**config.mk**
```make
export PLATFORM = sky130hd
export DESIGN_NAME = load_unit_flat
export DESIGN_NICKNAME = d
export VERILOG_FILES = /design/src/rtl/load_unit_if.sv /design/src/rtl/load_unit.sv /design/src/flat_wrapper.sv
export SDC_FILE = /design/constraint.sdc
export NUM_CORES = 1
export LEC_CHECK = 0
export ABC_AREA = 1
export CORE_ASPECT_RATIO = 1.75
export CORE_MARGIN = 3
export CORE_UTILIZATION = 48
export CTS_BUF_LIST = sky130_fd_sc_hd__clkbuf_8
export DETAILED_ROUTE_END_ITERATION = 10
export PLACE_DENSITY = 0.9
export SYNTH_ARGS = -nofsm -noshare
export SYNTH_HDL_FRONTEND = slang
export SYNTH_SLANG_ARGS = --single-unit
```
**constraint.sdc**
```tcl
create_clock -name clk -period 1.9 [get_ports clk]
set_clock_uncertainty 0.05 [all_clocks]
set_input_delay 0.285 -clock clk [delete_from_list [all_inputs] [get_ports clk]]
set_output_delay 0.285 -clock clk [all_outputs]
set_load 0.005 [all_outputs]
```
**src/rtl/load_unit_if.sv**
```systemverilog
// rtl/load_unit_if.sv - request, memory-read and response signals of the load unit
interface load_unit_if #(
  parameter int XLEN = 32,
  parameter int AW   = 32
);
  logic            req_valid;
  logic            req_ready;
  logic [2:0]      req_funct3;
  logic [AW-1:0]   req_addr;

  logic            mem_req;
  logic [AW-1:0]   mem_addr;
  logic            mem_rvalid;
  logic [XLEN-1:0] mem_rdata;

  logic            resp_valid;
  logic            resp_ready;
  logic [XLEN-1:0] resp_data;
  logic            resp_err;

  modport master (
    output req_valid, req_funct3, req_addr, mem_rvalid, mem_rdata, resp_ready,
    input  req_ready, mem_req, mem_addr, resp_valid, resp_data, resp_err
  );

  modport slave (
    input  req_valid, req_funct3, req_addr, mem_rvalid, mem_rdata, resp_ready,
    output req_ready, mem_req, mem_addr, resp_valid, resp_data, resp_err
  );
endinterface

```
**src/rtl/load_unit.sv**
```systemverilog
// rtl/load_unit.sv - RISC-V style load unit: one or two aligned memory beats, then extract/extend.
// LOAD_UNIT_MISALIGN_SPLIT_EN enables misaligned loads, including word-crossing two-beat loads.
module load_unit #(
  parameter int XLEN = 32,
  parameter int AW   = 32
) (
  input logic       clk,
  input logic       rst,
  load_unit_if.slave bus
);
  localparam int NB = XLEN / 8;
  localparam int OW = $clog2(NB);

  typedef enum logic [1:0] {IDLE, BEAT0, BEAT1, RESP} state_t;

  state_t          state, state_nxt;
  logic [2:0]      f3_q;
  logic [AW-1:0]   addr_q;
  logic [XLEN-1:0] beat0_q;
  logic [XLEN-1:0] resp_data_q;
  logic            resp_err_q;

  // f3[1:0] encodes the access size for every legal code
  function automatic logic [3:0] size_of(input logic [2:0] f3);
    case (f3[1:0])
      2'b00:   return 4'd1;
      2'b01:   return 4'd2;
      2'b10:   return 4'd4;
      default: return 4'd8;
    endcase
  endfunction

  function automatic logic legal_f3(input logic [2:0] f3);
    case (f3)
      3'b000, 3'b001, 3'b010, 3'b100, 3'b101: return 1'b1;
      3'b011, 3'b110:                         return (XLEN == 64);
      default:                                return 1'b0;
    endcase
  endfunction

  logic            req_ok;
  logic [OW-1:0]   off_q;
  logic [3:0]      size_q;
  logic [AW-1:0]   base_addr;
  logic            split;
  logic [2*XLEN-1:0] word;
  logic [XLEN-1:0] sh;
  logic [XLEN-1:0] res;
  logic            ext;

  assign off_q     = addr_q[OW-1:0];
  assign size_q    = size_of(f3_q);
  assign base_addr = {addr_q[AW-1:OW], {OW{1'b0}}};

`ifdef LOAD_UNIT_MISALIGN_SPLIT_EN
  assign req_ok = legal_f3(bus.req_funct3);
  assign split  = (int'(off_q) + int'(size_q)) > NB;
`else
  assign req_ok = legal_f3(bus.req_funct3) &&
                  !(|({1'b0, bus.req_addr[2:0]} & (size_of(bus.req_funct3) - 4'd1)));
  assign split  = 1'b0;
`endif

  // Extraction works on the current beat, with beat0 below it when finishing a split load
  always_comb begin
    word = (state == BEAT1) ? {bus.mem_rdata, beat0_q} : {{XLEN{1'b0}}, bus.mem_rdata};
    sh   = XLEN'(word >> {off_q, 3'b000});
    case (size_q)
      4'd1:    ext = ~f3_q[2] & sh[7];
      4'd2:    ext = ~f3_q[2] & sh[15];
      4'd4:    ext = ~f3_q[2] & sh[31];
      default: ext = ~f3_q[2] & sh[XLEN-1];
    endcase
    res = '0;
    for (int i = 0; i < NB; i++)
      res[8*i +: 8] = (i < int'(size_q)) ? sh[8*i +: 8] : {8{ext}};
  end

  always_ff @(posedge clk) begin
    if (rst) state <= IDLE;
    else     state <= state_nxt;
  end

  always_comb begin
    state_nxt = state;
    case (state)
      IDLE:  if (bus.req_valid)  state_nxt = req_ok ? BEAT0 : RESP;
      BEAT0: if (bus.mem_rvalid) state_nxt = split ? BEAT1 : RESP;
      BEAT1: if (bus.mem_rvalid) state_nxt = RESP;
      RESP:  if (bus.resp_ready) state_nxt = IDLE;
      default: state_nxt = IDLE;
    endcase
  end

  always_ff @(posedge clk) begin
    if (rst) begin
      f3_q        <= '0;
      addr_q      <= '0;
      beat0_q     <= '0;
      resp_data_q <= '0;
      resp_err_q  <= 1'b0;
    end else begin
      case (state)
        IDLE: if (bus.req_valid) begin
          f3_q        <= bus.req_funct3;
          addr_q      <= bus.req_addr;
          resp_data_q <= '0;
          resp_err_q  <= ~req_ok;
        end
        BEAT0: if (bus.mem_rvalid) begin
          beat0_q     <= bus.mem_rdata;
          resp_data_q <= res;
        end
        BEAT1: if (bus.mem_rvalid) resp_data_q <= res;
        default: ;
      endcase
    end
  end

  always_comb begin
    bus.req_ready  = (state == IDLE);
    bus.mem_req    = (state == BEAT0) || (state == BEAT1);
    bus.mem_addr   = '0;
    if (state == BEAT0) bus.mem_addr = base_addr;
    if (state == BEAT1) bus.mem_addr = base_addr + AW'(NB);
    bus.resp_valid = (state == RESP);
    bus.resp_data  = resp_data_q;
    bus.resp_err   = resp_err_q;
  end
endmodule

```
**src/flat_wrapper.sv**
```systemverilog
// flat-port wrapper written by rule: the top's interface ports become plain ports
module load_unit_flat 
#(
  parameter int XLEN = 32,
  parameter int AW   = 32
)
  (clk, rst, bus_req_valid, bus_req_funct3, bus_req_addr, bus_mem_rvalid, bus_mem_rdata, bus_resp_ready, bus_req_ready, bus_mem_req, bus_mem_addr, bus_resp_valid, bus_resp_data, bus_resp_err);
  load_unit_if #(.XLEN(XLEN), .AW(AW)) bus_i ();
  input logic clk;
  input logic rst;
  input wire logic [$bits(bus_i.req_valid)-1:0] bus_req_valid;
  input wire logic [$bits(bus_i.req_funct3)-1:0] bus_req_funct3;
  input wire logic [$bits(bus_i.req_addr)-1:0] bus_req_addr;
  input wire logic [$bits(bus_i.mem_rvalid)-1:0] bus_mem_rvalid;
  input wire logic [$bits(bus_i.mem_rdata)-1:0] bus_mem_rdata;
  input wire logic [$bits(bus_i.resp_ready)-1:0] bus_resp_ready;
  output wire logic [$bits(bus_i.req_ready)-1:0] bus_req_ready;
  output wire logic [$bits(bus_i.mem_req)-1:0] bus_mem_req;
  output wire logic [$bits(bus_i.mem_addr)-1:0] bus_mem_addr;
  output wire logic [$bits(bus_i.resp_valid)-1:0] bus_resp_valid;
  output wire logic [$bits(bus_i.resp_data)-1:0] bus_resp_data;
  output wire logic [$bits(bus_i.resp_err)-1:0] bus_resp_err;
  assign bus_i.req_valid = bus_req_valid;
  assign bus_i.req_funct3 = bus_req_funct3;
  assign bus_i.req_addr = bus_req_addr;
  assign bus_i.mem_rvalid = bus_mem_rvalid;
  assign bus_i.mem_rdata = bus_mem_rdata;
  assign bus_i.resp_ready = bus_resp_ready;
  assign bus_req_ready = bus_i.req_ready;
  assign bus_mem_req = bus_i.mem_req;
  assign bus_mem_addr = bus_i.mem_addr;
  assign bus_resp_valid = bus_i.resp_valid;
  assign bus_resp_data = bus_i.resp_data;
  assign bus_resp_err = bus_i.resp_err;
  load_unit #(.XLEN(XLEN), .AW(AW)) u_core (.clk(clk), .rst(rst), .bus(bus_i));
endmodule
```
==> impl_metrics.env, run 1 <==
export IMPL_status="aborted with a tool error"
export IMPL_cts_path_max_buffers=2
export IMPL_synth_seq_cells=102
export IMPL_grt_ovfl_total=12
export IMPL_synthArstFlopShare=0
export IMPL_worstEpCategory="top-level output"
export IMPL_initial_core_util=0.496
export IMPL_globalplace_congestion=0.946
export IMPL_cts_made_buffers=9
export IMPL_cts_htree_levels=3
export IMPL_synth_cells=978
export IMPL_syn_area_um2=6270
export IMPL_grt_usage=0.536
export IMPL_portBuffers=137
export IMPL_cts_root_buffer="clkbuf_8"
export IMPL_place_ws_ns=-0.497
export IMPL_synth_flop_cell="dfxtp_1"
export IMPL_yosysUniqueCellTypes=50
export IMPL_lastStage="global routing (5_1_grt)"
export IMPL_cts_hold_buf=0
export IMPL_worstEndpointGrtRepair="bus_mem_addr[24]"
export IMPL_error="[ERROR GRT-0232] Routing congestion too high. Check the congestion heatmap in the GUI."
export IMPL_num_rows=54
export IMPL_synth_edf_count=0
export IMPL_grt_max_degree=71
export IMPL_fp_dieH_um=157
export IMPL_syn_avg_cell_area_um2=6.41
export IMPL_synth_warning_count=0
export IMPL_ys_seq_area_frac=0.326
export IMPL_clock_sinks=102
export IMPL_fp_dieW_um=92.4
export IMPL_io_pins=140
export IMPL_dp_cells=1350
export IMPL_hpwl_um=17400
## synth_stat cells (7+ instances only)
cell | count | share of area
nor3_1 | 11 | 0.0088
a21oi_1 | 83 | 0.066
inv_1 | 65 | 0.039
nand2_2 | 18 | 0.018
nand3_1 | 75 | 0.060
nor2_1 | 105 | 0.063
ha_1 | 8 | 0.016
nand4_1 | 12 | 0.012
or2_2 | 11 | 0.011
dfxtp_1 | 102 | 0.33
clkbuf_1 | 39 | 0.023
a31oi_1 | 7 | 0.0070
a21oi_2 | 10 | 0.014
buf_2 | 10 | 0.0080
o21ai_0 | 133 | 0.11
nand2_1 | 218 | 0.13
## repair_timing
| item | CTS |
|---|---|
| setup endpoints to repair | 65 |
| gates resized for setup | 276 |
| pin swaps | 55 |
| buffers inserted | 30 |
| gates cloned | 5 |
## through the flow
stage	utilization	area [um2]
after floorplan	-	6290
after global placement	0.686	8670
after detailed placement	0.686	8670
after CTS	0.772	9750
## logic make-up after synthesis
family | synth area share
and+or+nand+nor | 0.339
AOI/OAI and AO/OA | 0.217
buffers and inverters | 0.0942
DFF | 0.326
adders and majority gates | 0.0160
xor gates and xnor gates | 0.00559
other | 0.000598
muxes | 0.00160
## metal layers
metal,GRT usage,GRT overflow
met1,0.503,0
met2,0.764,6
met3,0.346,0
met4,0.519,6
met5,0.0833,0
==> run 2, diff against run 1 <==
Settings changed: CORE_ASPECT_RATIO 1.75 to default, CORE_UTILIZATION 48 to 35, CTS_BUF_LIST sky130_fd_sc_hd__clkbuf_8 to default, PLACE_DENSITY 0.9 to default, PLACE_DENSITY_LB_ADDON from default to 0.15.
Clock period 1.9 ns to 2.45 ns, I/O delays scaled along.
==> run 2 against run 1 <==
Against the previous run: the flow now finishes, with violations (setup timing); synthesized cell count unchanged; area after synthesis stayed put.
==> impl_metrics.env, run 2 <==
export IMPL_status="finished with violations"
export IMPL_failed_checks="setup timing"
export IMPL_clock_sinks=102
export IMPL_max_freq_ghz=0.402
export IMPL_cts_tree="built"
export IMPL_utilization=0.503
export IMPL_min_period_ns=2.48
export IMPL_hold_start="u_core.bus.resp_data[14]$_SDFFE_PP0P_"
export IMPL_critPathLaunchType="flip-flop"
export IMPL_hpwl_um=15600
export IMPL_required_ns=2.03
export IMPL_hold_viol=0
export IMPL_synthTopCellsByCount="nand2_1, o21ai_0, nor2_1"
export IMPL_synthArstFlopShare=0
export IMPL_met3_length_um=1340
export IMPL_critPathKind="flip-flop to output pin"
export IMPL_fp_dieH_um=140
export IMPL_final_common_cell="nand2_1"
export IMPL_globalplace_congestion=0.899
export IMPL_wl_met2_um=8220
export IMPL_cts_made_buffers=9
export IMPL_io_pins=140
export IMPL_slew_violations=0
export IMPL_syn_avg_cell_area_um2=6.41
export IMPL_reg2reg_slack_ns=0.21
export IMPL_cts_root_buffer="clkbuf_16"
export IMPL_r2r_start="u_core.state[0]$_SDFFE_PP0P_"
export IMPL_synth_cells=978
export IMPL_r2r_end="u_core.bus.resp_data[11]$_SDFFE_PP0P_"
export IMPL_synth_flop_cell="dfxtp_1"
export IMPL_synth_edf_count=0
export IMPL_grt_ovfl_total=0
export IMPL_ys_seq_area_frac=0.326
export IMPL_antenna_found_initial=1
export IMPL_core_um2=17400
export IMPL_drive_gt1_frac=0.187
export IMPL_grt_usage=0.210
export IMPL_worstRegToRegCells=14
export IMPL_hold_path_depth=2
export IMPL_setup_viol=2
export IMPL_end_kind="output pin"
export IMPL_dieArea_um2=19600
export IMPL_fin_ws_ns=-0.0348
export IMPL_fin_crit_sh=1.01
export IMPL_syn_area_um2=6270
export IMPL_routed_top_layer="met4"
export IMPL_synth_seq_cells=102
export IMPL_p_total_mw=8.94
export IMPL_drcViolationCount=0
export IMPL_grt_pass1_vias=6124
export IMPL_grt_max_degree=71
export IMPL_grt_pass1_wl_um=33300
export IMPL_cts_hold_buf=0
export IMPL_first_pass_iters=5
export IMPL_synth_warning_count=0
export IMPL_maxSlewHeadroom=0.619
export IMPL_tightest_slew_ns=0.564
export IMPL_clk_latency_ns=0.35
export IMPL_power_leakage_nw=3.78
export IMPL_vias=6886
export IMPL_place_ws_ns=-0.104
export IMPL_drt_met1_wl_um=11000
export IMPL_vias_per_cell=5.02
export IMPL_synth_most_common_cell="nand2_1"
export IMPL_synthToLayoutAreaGrowth_pct=39.7
export IMPL_yosysTopAreaCellShare=0.326
export IMPL_min_path_type="flip-flop to flip-flop"
export IMPL_num_rows=48
export IMPL_synth_top_area_cell="dfxtp_1"
export IMPL_cts_path_max_buffers=2
export IMPL_arrival_ns=2.07
export IMPL_drv_cap=0
export IMPL_yosysUniqueCellTypes=50
export IMPL_rsz0062_at_grt="yes"
export IMPL_final_cell_mix="nand2_1, o21ai_0, clkdlybuf4s50_1, nor2_1, dfxtp_1"
export IMPL_wl_um=20900
export IMPL_fill_cells=1797
export IMPL_irDropWorstVdd_mv=0.465
export IMPL_portBuffers=137
export IMPL_clkSlewWorstSetupHoldPaths_ns=0.07
export IMPL_p_per_area_nw_per_um2=1020
export IMPL_wire_per_inst_um=15.3
export IMPL_fp_dieW_um=140
export IMPL_ant_nets=0
export IMPL_fin_nets=1220
export IMPL_synthTopCellsByArea="dfxtp_1, nand2_1, o21ai_0, a21oi_1, nor2_1"
export IMPL_initial_core_util=0.360
export IMPL_cts_htree_levels=3
export IMPL_worst_hold_path_endpoint="u_core.bus.resp_data[14]$_SDFFE_PP0P_"
export IMPL_drt_initial_drc_count=600
export IMPL_cp_max_fo=3
export IMPL_fin_hold_ws_ns=0.416
## run 2: worst max-delay path, cell delays in order (launching register included)
cell     delay [ns]
dfxtp_2        0.33
inv_2          0.07
ha_4           0.17
buf_6          0.11
buf_6          0.09
nand4_4        0.06
or2_4          0.25
nor2_4         0.11
nand2_4        0.07
buf_6          0.12
o31ai_1        0.20
buf_2          0.15
## run 2: where the power goes
group	internal (mW)	leakage, nW	total [mW]	switching (mW)
logic	2.09	2.78	4.97	2.87
clock network	0.823	0.150	1.48	0.661
registers	2.16	0.841	2.49	0.332
total	5.08	3.78	8.94	3.86
## run 2: cell type report
type	count	area, um2	share of cell area
multi-input cells	741	3880	0.443
flip-flops and latches	102	2060	0.235
repair buffers	212	1940	0.222
inverters	74	290	0.0332
well taps	225	282	0.0322
clock buffers	11	243	0.0277
clock inverters	5	57.6	0.00657
diodes	1	2.50	0.000286
## run 2: stage by stage
stage               cell area (um2)  setup TNS, ns  instances
CTS                            8680         -0.183       1369
global placement               8170        -0.0684       1347
detailed placement             8170         -0.495       1347
finish                         8760        -0.0665       1371
global route                   8760         -0.837       1371
floorplan                      6270              0        979
## run 2: timing repair
action	in CTS	in global routing
hold endpoints to repair	0	0
resized for setup	117	33
buffers inserted	6	2
pin swaps	23	18
endpoints found under the setup margin	30	31
## run 2: routing by layer
layer | GRT usage | vias to the layer above
met5 | 0 | -
met4 | 0.0581 | 0
met3 | 0.0316 | 22
met2 | 0.280 | 227
met1 | 0.341 | 3078
li1 | - | 3559
## run 2: logic make-up after synthesis
logic type                 count (synthesis)  share of synthesized area
and+or+nand+nor                          474                      0.339
AOI/OAI and AO/OA                        252                      0.217
buffers and inverters                    136                     0.0942
adders and majority gates                  8                     0.0160
muxes                                      1                    0.00160
DFF                                      102                      0.326
xor gates and xnor gates                   4                    0.00559
other                                      1                   0.000598
## run 2: how the worst max path moves through the flow
stage | cells past startpoint | start | endpoint
2_1_floorplan | 8 | u_core.state[0]$_SDFFE_PP0P_ | bus_mem_addr[10]
3_3_place_gp | 11 | u_core.state[0]$_SDFFE_PP0P_ | bus_mem_addr[17]
3_5_place_dp | 10 | u_core.state[0]$_SDFFE_PP0P_ | bus_mem_addr[18]
4_1_cts | 13 | u_core.state[0]$_SDFFE_PP0P_ | bus_mem_addr[17]
5_1_grt | 13 | u_core.state[0]$_SDFFE_PP0P_ | bus_mem_addr[17]
6_report | 11 | u_core.state[0]$_SDFFE_PP0P_ | bus_mem_addr[19]
Note: power is estimated with default switching activity, not from simulation.
